### src/rtl/xor_descrambler.sv
// Receive-side XOR descrambler: unmasks bytes with a Galois LFSR keystream behind a single output register.
// Optional even-parity output out_par is enabled by defining XOR_DESCRAMBLER_PARITY_EN.
module xor_descrambler #(
    parameter int                 WIDTH     = 8,
    parameter int                 LFSR_W    = 16,
    parameter logic [LFSR_W-1:0]  POLY      = 16'hB400,
    parameter logic [LFSR_W-1:0]  SEED_DFLT = 16'hACE1
) (
    input  logic              clk,
    input  logic              rst_n,
    input  logic              seed_load,
    input  logic [LFSR_W-1:0] seed,
    input  logic              in_valid,
    output logic              in_ready,
    input  logic [WIDTH-1:0]  in_data,
    output logic              out_valid,
    input  logic              out_ready,
    output logic [WIDTH-1:0]  out_data,
`ifdef XOR_DESCRAMBLER_PARITY_EN
    output logic              out_par,
`endif
    output logic [15:0]       byte_cnt,
    output logic              state_dbg
);

    // Handshakes: a transfer happens on a rising edge where valid & ready are both 1.
    // out_valid/out_data only change after a transfer or a seed load; in_ready may
    // depend combinationally on out_ready but never on in_valid.

    typedef enum logic {
        LOCKED = 1'b0,
        RUN    = 1'b1
    } state_t;

    state_t            state_q, state_d;
    logic [LFSR_W-1:0] lfsr;
    logic [WIDTH-1:0]  plain;
    logic              accept;
    logic              drain;

    // Eight unrolled Galois steps: shift right, fold POLY in when the bit shifted out was 1.
    function automatic logic [LFSR_W-1:0] lfsr_adv(input logic [LFSR_W-1:0] l);
        logic [LFSR_W-1:0] r;
        r = l;
        for (int i = 0; i < WIDTH; i++) begin
            r = r[0] ? ((r >> 1) ^ POLY) : (r >> 1);
        end
        return r;
    endfunction

    always_comb begin
        state_d  = state_q;
        in_ready = 1'b0;
        case (state_q)
            LOCKED:  if (seed_load) state_d = RUN;
            RUN:     in_ready = !seed_load && (!out_valid || out_ready);
            default: state_d = LOCKED;
        endcase
    end

    assign accept    = in_valid && in_ready;
    assign drain     = out_valid && out_ready;
    assign plain     = in_data ^ lfsr[WIDTH-1:0];
    assign state_dbg = (state_q == RUN);

    always_ff @(posedge clk or negedge rst_n) begin
        if (!rst_n) begin
            state_q <= LOCKED;
        end else begin
            state_q <= state_d;
        end
    end

    always_ff @(posedge clk or negedge rst_n) begin
        if (!rst_n) begin
            lfsr      <= SEED_DFLT;
            out_valid <= 1'b0;
            out_data  <= '0;
            byte_cnt  <= '0;
        end else if (seed_load) begin
            // A zero seed would lock the LFSR at zero forever.
            lfsr      <= (seed == '0) ? SEED_DFLT : seed;
            out_valid <= 1'b0;
            byte_cnt  <= '0;
        end else if (accept) begin
            out_data  <= plain;
            out_valid <= 1'b1;
            lfsr      <= lfsr_adv(lfsr);
            byte_cnt  <= byte_cnt + 16'd1;
        end else if (drain) begin
            out_valid <= 1'b0;
        end
    end

`ifdef XOR_DESCRAMBLER_PARITY_EN
    always_ff @(posedge clk or negedge rst_n) begin
        if (!rst_n) begin
            out_par <= 1'b0;
        end else if (seed_load) begin
            out_par <= 1'b0;
        end else if (accept) begin
            out_par <= ^plain;
        end
    end
`endif

endmodule

### config.mk
export PLATFORM = sky130hd
export DESIGN_NAME = xor_descrambler
export DESIGN_NICKNAME = d
export VERILOG_FILES = /design/src/rtl/xor_descrambler.sv
export SDC_FILE = /design/constraint.sdc
export NUM_CORES = 1
export LEC_CHECK = 0
export BUFFER_PORTS_ARGS = -buffer_cell sky130_fd_sc_hd__buf_2
export CORE_MARGIN = 2
export CORE_UTILIZATION = 33
export CTS_BUF_LIST = sky130_fd_sc_hd__clkbuf_16
export CTS_CLUSTER_SIZE = 16
export DETAILED_ROUTE_END_ITERATION = 6
export PLACE_DENSITY = 0.56
export SYNTH_ARGS = -nofsm -noshare
export SYNTH_HDL_FRONTEND = slang
export SYNTH_SLANG_ARGS = --single-unit
### constraint.sdc
create_clock -name clk -period 1.8 [get_ports clk]
set_clock_uncertainty 0.05 [all_clocks]
set_input_delay 0.36 -clock clk [delete_from_list [all_inputs] [get_ports clk]]
set_output_delay 0.36 -clock clk [all_outputs]
set_load 0.03 [all_outputs]
==> flow_metrics.py, run 1 <==
metrics = {
    "status": {
        "run_status": "completed",
    },
    "timing": {
        "tightestPinTransition_ns": 0.478,
        "postLayoutSetupSlackWorst_ns": 0.0816,
        "tmin_final_ns": 1.72,
        "setup_violations": 0,
        "max-slew-margin-rel": 0.681,
        "min_period_over_period": 0.955,
        "timing.final.hold_violations": 0,
        "grt_setup_unrepaired": "no",
        "maxClockFrequency_ghz": 0.582,
        "final-max-slew-violation-count": 0,
    },
    "die": {
        "fp-row-count": 30,
        "fp.dieH_um": 86.5,
        "floorplan.core_area_um2": 6680,
        "dieArea_um2": 7490,
        "io_pins": 56,
        "floorplan.die.width_um": 86.5,
        "initial_core_util": 0.336,
    },
    "synthesis": {
        "syn-mean-instance-area_um2": 9.86,
        "yosys_register_bits": 42,
        "postSynthNetCount": 258,
        "post_synth_instance_area_um2": 2250,
        "synth_cell_type_count": 33,
        "part_of_the_yosys_area_used_for_sequential_elements": 0.472,
        "yosys_warnings": 0,
        "netlist_instances": 228,
    },
    "route": {
        "final_antenna_net_count": 0,
        "drt-wirelength-per-cell_um": 14.9,
        "drt_pass1_iterations": 4,
        "vias_per_cell": 4.90,
        "drc_errors": 0,
        "num_vias": 1812,
        "totalWireLength_um": 5510,
        "first_iter_violations": 79,
    },
    "finish": {
        "nFillCells": 682,
        "final_layout_size_suffix_gt1_frac": 0.341,
        "synthToLayoutAreaGrowth_pct": 28.0,
        "design.final.nets": 319,
        "antennaDiodeCount": 0,
    },
    "grt": {
        "grt_antenna_before_repair": 0,
        "gr-usage-all-layers": 0.160,
        "grt_start_max_net_pins": 37,
        "gr-total-overflow": 0,
        "grt_pass1_wl_um": 9290,
        "grt_pass1_vias": 1785,
    },
    "clocking": {
        "clk-insertion-delay-late_ns": 0.28,
        "clk_root_buffer_cell": "clkbuf_16",
        "cts_max_level": 2,
        "worst_setup_hold_path_clk_slew_ns": 0.06,
        "cts_sinks": 42,
        "cts_made_buffers": 5,
        "cts_post_setup_buffers_inserted": 0,
        "cts_tree": "built",
        "max-clock-path-buffers": 2,
    },
    "placement": {
        "hpwlAfterDp_um": 4170,
        "place.port_buffers": 55,
        "final_estimated_routing_congestion_in_global_placement": 0.798,
        "dp_slack_ns": 0.0460,
    },
    "critical_path": {
        "arrival_time_of_data_at_the_critical_path_endpoint_ns": 1.31,
        "required_time_of_the_critical_path_ns": 1.39,
        "path_max_fanout": 11,
        "critPathCaptureType": "output port",
        "critPathLaunchType": "flip-flop",
        "criticalPathCategory": "flip-flop to output port",
    },
    "pwr": {
        "power-per-cell-area_nw_per_um2": 931,
        "peakVddDrop_uv": 354,
        "total_leakage_power_nw": 1.28,
        "total_power_mw": 2.68,
    },
    "run": {
        "max_cap_viol_count": 0,
    },
    "min_path": {
        "min_path_type": "primary input to flip-flop",
    },
}
[cells in the final DEF (no fill, tap or decap), types with 3 or more instances in the layout]
master,instances
buf_2,54
dfrtp_1,31
nand2_1,26
o21ai_0,23
xnor2_1,21
a21oi_1,12
buf_4,12
mux2i_1,10
xor2_1,9
dfstp_2,8
nor2_1,7
nand3_1,6
o31ai_1,6
or4_1,6
nor4_1,5
a2bb2oi_1,5
clkbuf_16,5
or3_1,4
inv_1,3
nor2b_1,3
nand4_1,3
mux2_2,3
dfrtp_2,3
[sequential cells by signal, summed over array words and instances, names as in the netlist]
register / flops
state_dbg: 1
out_valid: 1
out_data: 8
lfsr: 16
byte_cnt: 16
[Yosys cell counts]
cell	instances	share of area
buf_2	5	0.011
nand4_1	3	0.0084
o31ai_1	6	0.020
nand3_2	1	0.0045
o221a_2	2	0.010
xnor2_1	21	0.082
nor4_1	6	0.017
ha_1	1	0.0056
a21oi_1	12	0.027
o21ai_0	23	0.051
and4_1	3	0.012
buf_4	1	0.0033
dfrtp_1	34	0.38
nand2b_1	2	0.0056
nand3_1	7	0.016
mux2i_1	10	0.045
nor4b_1	1	0.0039
nor2b_1	3	0.0084
xor2_1	9	0.035
dfstp_2	8	0.094
buf_6	1	0.0050
nor2_1	7	0.012
and2_1	2	0.0056
or3_1	4	0.011
inv_1	2	0.0033
a2bb2oi_1	5	0.019
or4_1	6	0.020
and3_1	2	0.0056
or2_2	1	0.0028
nand2_1	26	0.043
mux2_2	3	0.015
and3b_1	1	0.0039
clkbuf_1	10	0.017
[kinds of logic after synthesis]
logic type,Yosys count,synth area share
AOI/OAI and AO/OA,48,0.128
xor gates and xnor gates,30,0.117
adders and majority gates,1,0.00557
buffers and inverters,19,0.0395
DFF,42,0.472
muxes,13,0.0596
and+or+nand+nor,75,0.179
[critical path, stage by stage, from the launching register on]
cell and delay [ns]:
dfrtp_1 0.37, nand2b_1 0.14, buf_6 0.17, and3_1 0.17
clkbuf_4 0.19
[area by class of cell]
class	count	area (um^2)	share of cell area
Clock buffer	5	125	0.0435
Clock inverter	3	17.5	0.00609
Inverter	2	7.51	0.00261
Multi-Input combinational cell	167	1130	0.393
Sequential cell	42	1060	0.370
Tap cell	80	100	0.0348
Timing Repair Buffer	71	429	0.149
[where the power goes]
group | internal (mW) | switching, mW
clock network | 0.508 | 0.356
logic | 0.285 | 0.356
registers | 1.07 | 0.0969
total | 1.87 | 0.809
[routing by layer]
layer	track usage	wire length [um]	vias to the layer above
li1	-	-	925
met1	0.218	2640	859
met2	0.252	2620	26
met3	0.0390	213	2
met4	0.0511	42	0
met5	0	0	-
[timing repair]
| item | CTS | global route |
|---|---|---|
| setup endpoints to repair | 0 | 5 |
| resized for setup | 0 | 7 |
| endpoints found under the hold margin | 17 | 0 |
| hold buffers | 1 | 0 |
[final timing paths]
path | slack (ns) | end | cells past startpoint | start
max | 0.08 | in_ready | 4 | out_valid
min | 0.25 | lfsr[3] | 3 | seed[3]
max reg2reg | 0.13 | byte_cnt[12] | 4 | byte_cnt[5]
min reg2reg | 0.42 | out_data[2] | 2 | out_data[2]
max in group asynchronous | 0.61 | lfsr[15] | 3 | rst_n
min in group asynchronous | 0.52 | lfsr[1] | 2 | rst_n
[stage by stage]
stage | utilization | area, um^2 | setup TNS, ns | hold slack, ns | std cells
finish | 0.430 | 2880 | 0 | 0.253 | 370
global route | 0.430 | 2880 | 0 | 0.274 | 370
CTS | 0.425 | 2840 | 0 | 0.245 | 370
detailed placement | 0.402 | 2690 | 0 | 0.295 | 361
global placement | 0.402 | 2690 | 0 | 0.297 | 361
floorplan | - | 2260 | -0.00189 | 0.0144 | 228
Power figures use the tool's default switching activity.
==> run 2, diff against run 1 <==
--- a/config.mk
+++ b/config.mk
@@ -12,6 +12,7 @@
 export CTS_CLUSTER_SIZE = 16
 export DETAILED_ROUTE_END_ITERATION = 6
 export PLACE_DENSITY = 0.56
+export RECOVER_POWER = 100
 export SYNTH_ARGS = -nofsm -noshare
 export SYNTH_HDL_FRONTEND = slang
 export SYNTH_SLANG_ARGS = --single-unit
==> run 2 against run 1 <==
- count of clock-buffer cells in the layout is the same
- first-iteration DRC count increased by 11%
- via count stayed put
- die area unchanged
- sequential cell count unchanged
- critical endpoint unchanged
- largest power group unchanged
- highest routed layer unchanged
==> flow_metrics.py, run 2 (synthesized netlist as in run 1, its figures left out) <==
metrics = {
    "route": {
        "final_antenna_net_count": 0,
        "drc_errors": 0,
        "totalWireLength_um": 5530,
        "first_iter_violations": 88,
        "drt_pass1_iterations": 4,
        "num_vias": 1812,
        "drt-wirelength-per-cell_um": 14.9,
        "vias_per_cell": 4.90,
    },
    "placement": {
        "cells_after_dpl": 361,
        "place.port_buffers": 55,
        "hpwlAfterDp_um": 4170,
        "final_estimated_routing_congestion_in_global_placement": 0.798,
        "place_area_um2": 2690,
    },
    "critical_path": {
        "timing.rr.end": "lfsr[10]",
        "required_time_of_the_critical_path_ns": 1.39,
        "rr_startpoint": "state_dbg",
        "critPathCaptureType": "output port",
        "cp_max_stage_cell": "dfrtp_1",
        "critical_path.top_delay_family": "flip-flops",
        "critical_path.n_buffers_inverters": 2,
        "critPathLaunchType": "flip-flop",
        "path_max_fanout": 11,
        "r2r_setup_slack_ns": 0.12,
        "arrival_time_of_data_at_the_critical_path_endpoint_ns": 1.31,
        "timing.critical_path.cells": "nand2b_1 -> buf_6 -> and3_1 -> clkbuf_4",
        "count_of_cells_along_the_worst_register_to_register_path": 6,
        "cpPeakStageDelay_ns": 0.37,
        "criticalPathCategory": "flip-flop to output port",
    },
    "min_path": {
        "worst_hold_startpoint": "seed[3]",
        "worst_hold_path.endpoint": "lfsr[3]",
        "worst_hold_path.num_cells": 3,
        "min_path_type": "primary input to flip-flop",
    },
    "clocking": {
        "clk-insertion-delay-late_ns": 0.28,
        "cts_made_buffers": 5,
        "max-clock-path-buffers": 2,
        "worst_setup_hold_path_clk_slew_ns": 0.06,
        "clk_root_buffer_cell": "clkbuf_16",
        "cts_max_level": 2,
        "cts_tree": "built",
        "cts_post_setup_buffers_inserted": 0,
        "cts_sinks": 42,
    },
    "pwr": {
        "clock_power_share": 0.324,
        "sw_frac_of_total": 0.305,
        "total_leakage_power_nw": 1.18,
        "peakVddDrop_uv": 353,
        "logic_gate_share_of_total_power": 0.235,
        "share_of_total_power_in_sequential_cells": 0.441,
        "power-per-cell-area_nw_per_um2": 939,
        "internal_power_mw": 1.85,
        "p_sw_mw": 0.811,
        "total_power_mw": 2.66,
    },
    "run": {
        "max_cap_viol_count": 0,
    },
    "grt": {
        "grt_pass1_vias": 1785,
        "gr-usage-all-layers": 0.160,
        "grt_antenna_before_repair": 0,
        "grt_pass1_wl_um": 9290,
        "gr-total-overflow": 0,
        "grt_start_max_net_pins": 37,
    },
    "timing": {
        "hold_slack_ns": 0.254,
        "min_period_over_period": 0.957,
        "setup_violations": 0,
        "tightestPinTransition_ns": 0.533,
        "timing.final.hold_violations": 0,
        "tmin_final_ns": 1.72,
        "maxClockFrequency_ghz": 0.581,
        "grt_setup_unrepaired": "no",
        "setup_total_neg_slack_ns": 0,
        "final-max-slew-violation-count": 0,
        "max-slew-margin-rel": 0.645,
    },
    "die": {
        "initial_core_util": 0.336,
        "io_pins": 56,
        "floorplan.die.width_um": 86.5,
        "dieArea_um2": 7490,
        "fp.dieH_um": 86.5,
        "fp-row-count": 30,
        "floorplan.core_area_um2": 6680,
    },
    "finish": {
        "final_design_area_no_fill_um2": 2840,
        "reg_top3": "byte_cnt (16), lfsr (16), out_data (8)",
        "layout_commonest_cell": "dfrtp_1",
        "final_layout_size_suffix_gt1_frac": 0.245,
        "finish.cell_count_without_fillers": 370,
        "antennaDiodeCount": 0,
        "most-common-layout-cells": "dfrtp_1 (31), clkbuf_1 (28), buf_2 (27)",
        "design.final.nets": 319,
        "synthToLayoutAreaGrowth_pct": 26.2,
    },
    "status": {
        "run_status": "completed",
    },
}
==> run 2: cell count changes in the layout (fill, tap and decap cells not counted) <==
cell / before / now
and2_1: 2 / 0
and2_0: 0 / 2
buf_4: 12 / 10
clkbuf_2: 0 / 1
clkbuf_1: 0 / 28
buf_2: 54 / 27
==> run 2: power by group through the flow <==
stage / Clock, mW / Sequential (mW) / Combinational [mW]
floorplan: 0 / 1.25 / 0.374
global placement: 0 / 1.19 / 0.639
detailed placement: 0 / 1.19 / 0.643
CTS: 0.894 / 1.17 / 0.646
global route: 0.940 / 1.19 / 0.693
finish: 0.863 / 1.17 / 0.625
==> run 2: cell type report <==
type	instances	area, um^2
timing repair buffer	71	389
clock inverter	3	17.5
fill	706	3850
multi-input combinational	167	1130
sequential	42	1060
inverter	2	7.51
clock buffer	5	125
tap	80	100
==> run 2: metal layers <==
metal | up-vias | track usage | share of wire | routed length [um]
met4 | 0 | 0.0511 | 0.0076 | 42
met5 | - | 0 | 0 | 0
met2 | 26 | 0.252 | 0.47 | 2620
met3 | 2 | 0.0390 | 0.040 | 221
met1 | 859 | 0.218 | 0.48 | 2650
li1 | 925 | - | - | -
==> run 2: timing repair <==
item / 4_1_cts / 5_1_grt
hold buffers: 1 / 0
resized for setup: 0 / 7
endpoints found under the hold margin: 17 / 0
setup endpoints to repair: 0 / 5
==> run 2: how the worst max path moves through the flow <==
stage,startpoint,to,depth (start not counted)
finish,out_valid,in_ready,4
global route,byte_cnt[5],byte_cnt[12],4
CTS,out_valid,in_ready,4
detailed placement,out_ready,byte_cnt[12],6
global placement,out_ready,byte_cnt[12],6
floorplan,state_dbg,byte_cnt[11],6
==> run 2: metrics by stage <==
| step | util | setup WS (ns) |
|---|---|---|
| floorplan | - | -0.000945 |
| global placement | 0.402 | 0.103 |
| detailed placement | 0.402 | 0.0460 |
| CTS | 0.425 | 0.0643 |
| global route | 0.424 | 0.00282 |
| finish | 0.424 | 0.0782 |
==> run 2: tightest hold or removal path, delay by kind of cell <==
kind | cells | cell delay [ns]
and+or+nand+nor | 1 | 0.04
buffers and inverters | 1 | 0.09
AOI/OAI and AO/OA | 1 | 0.06
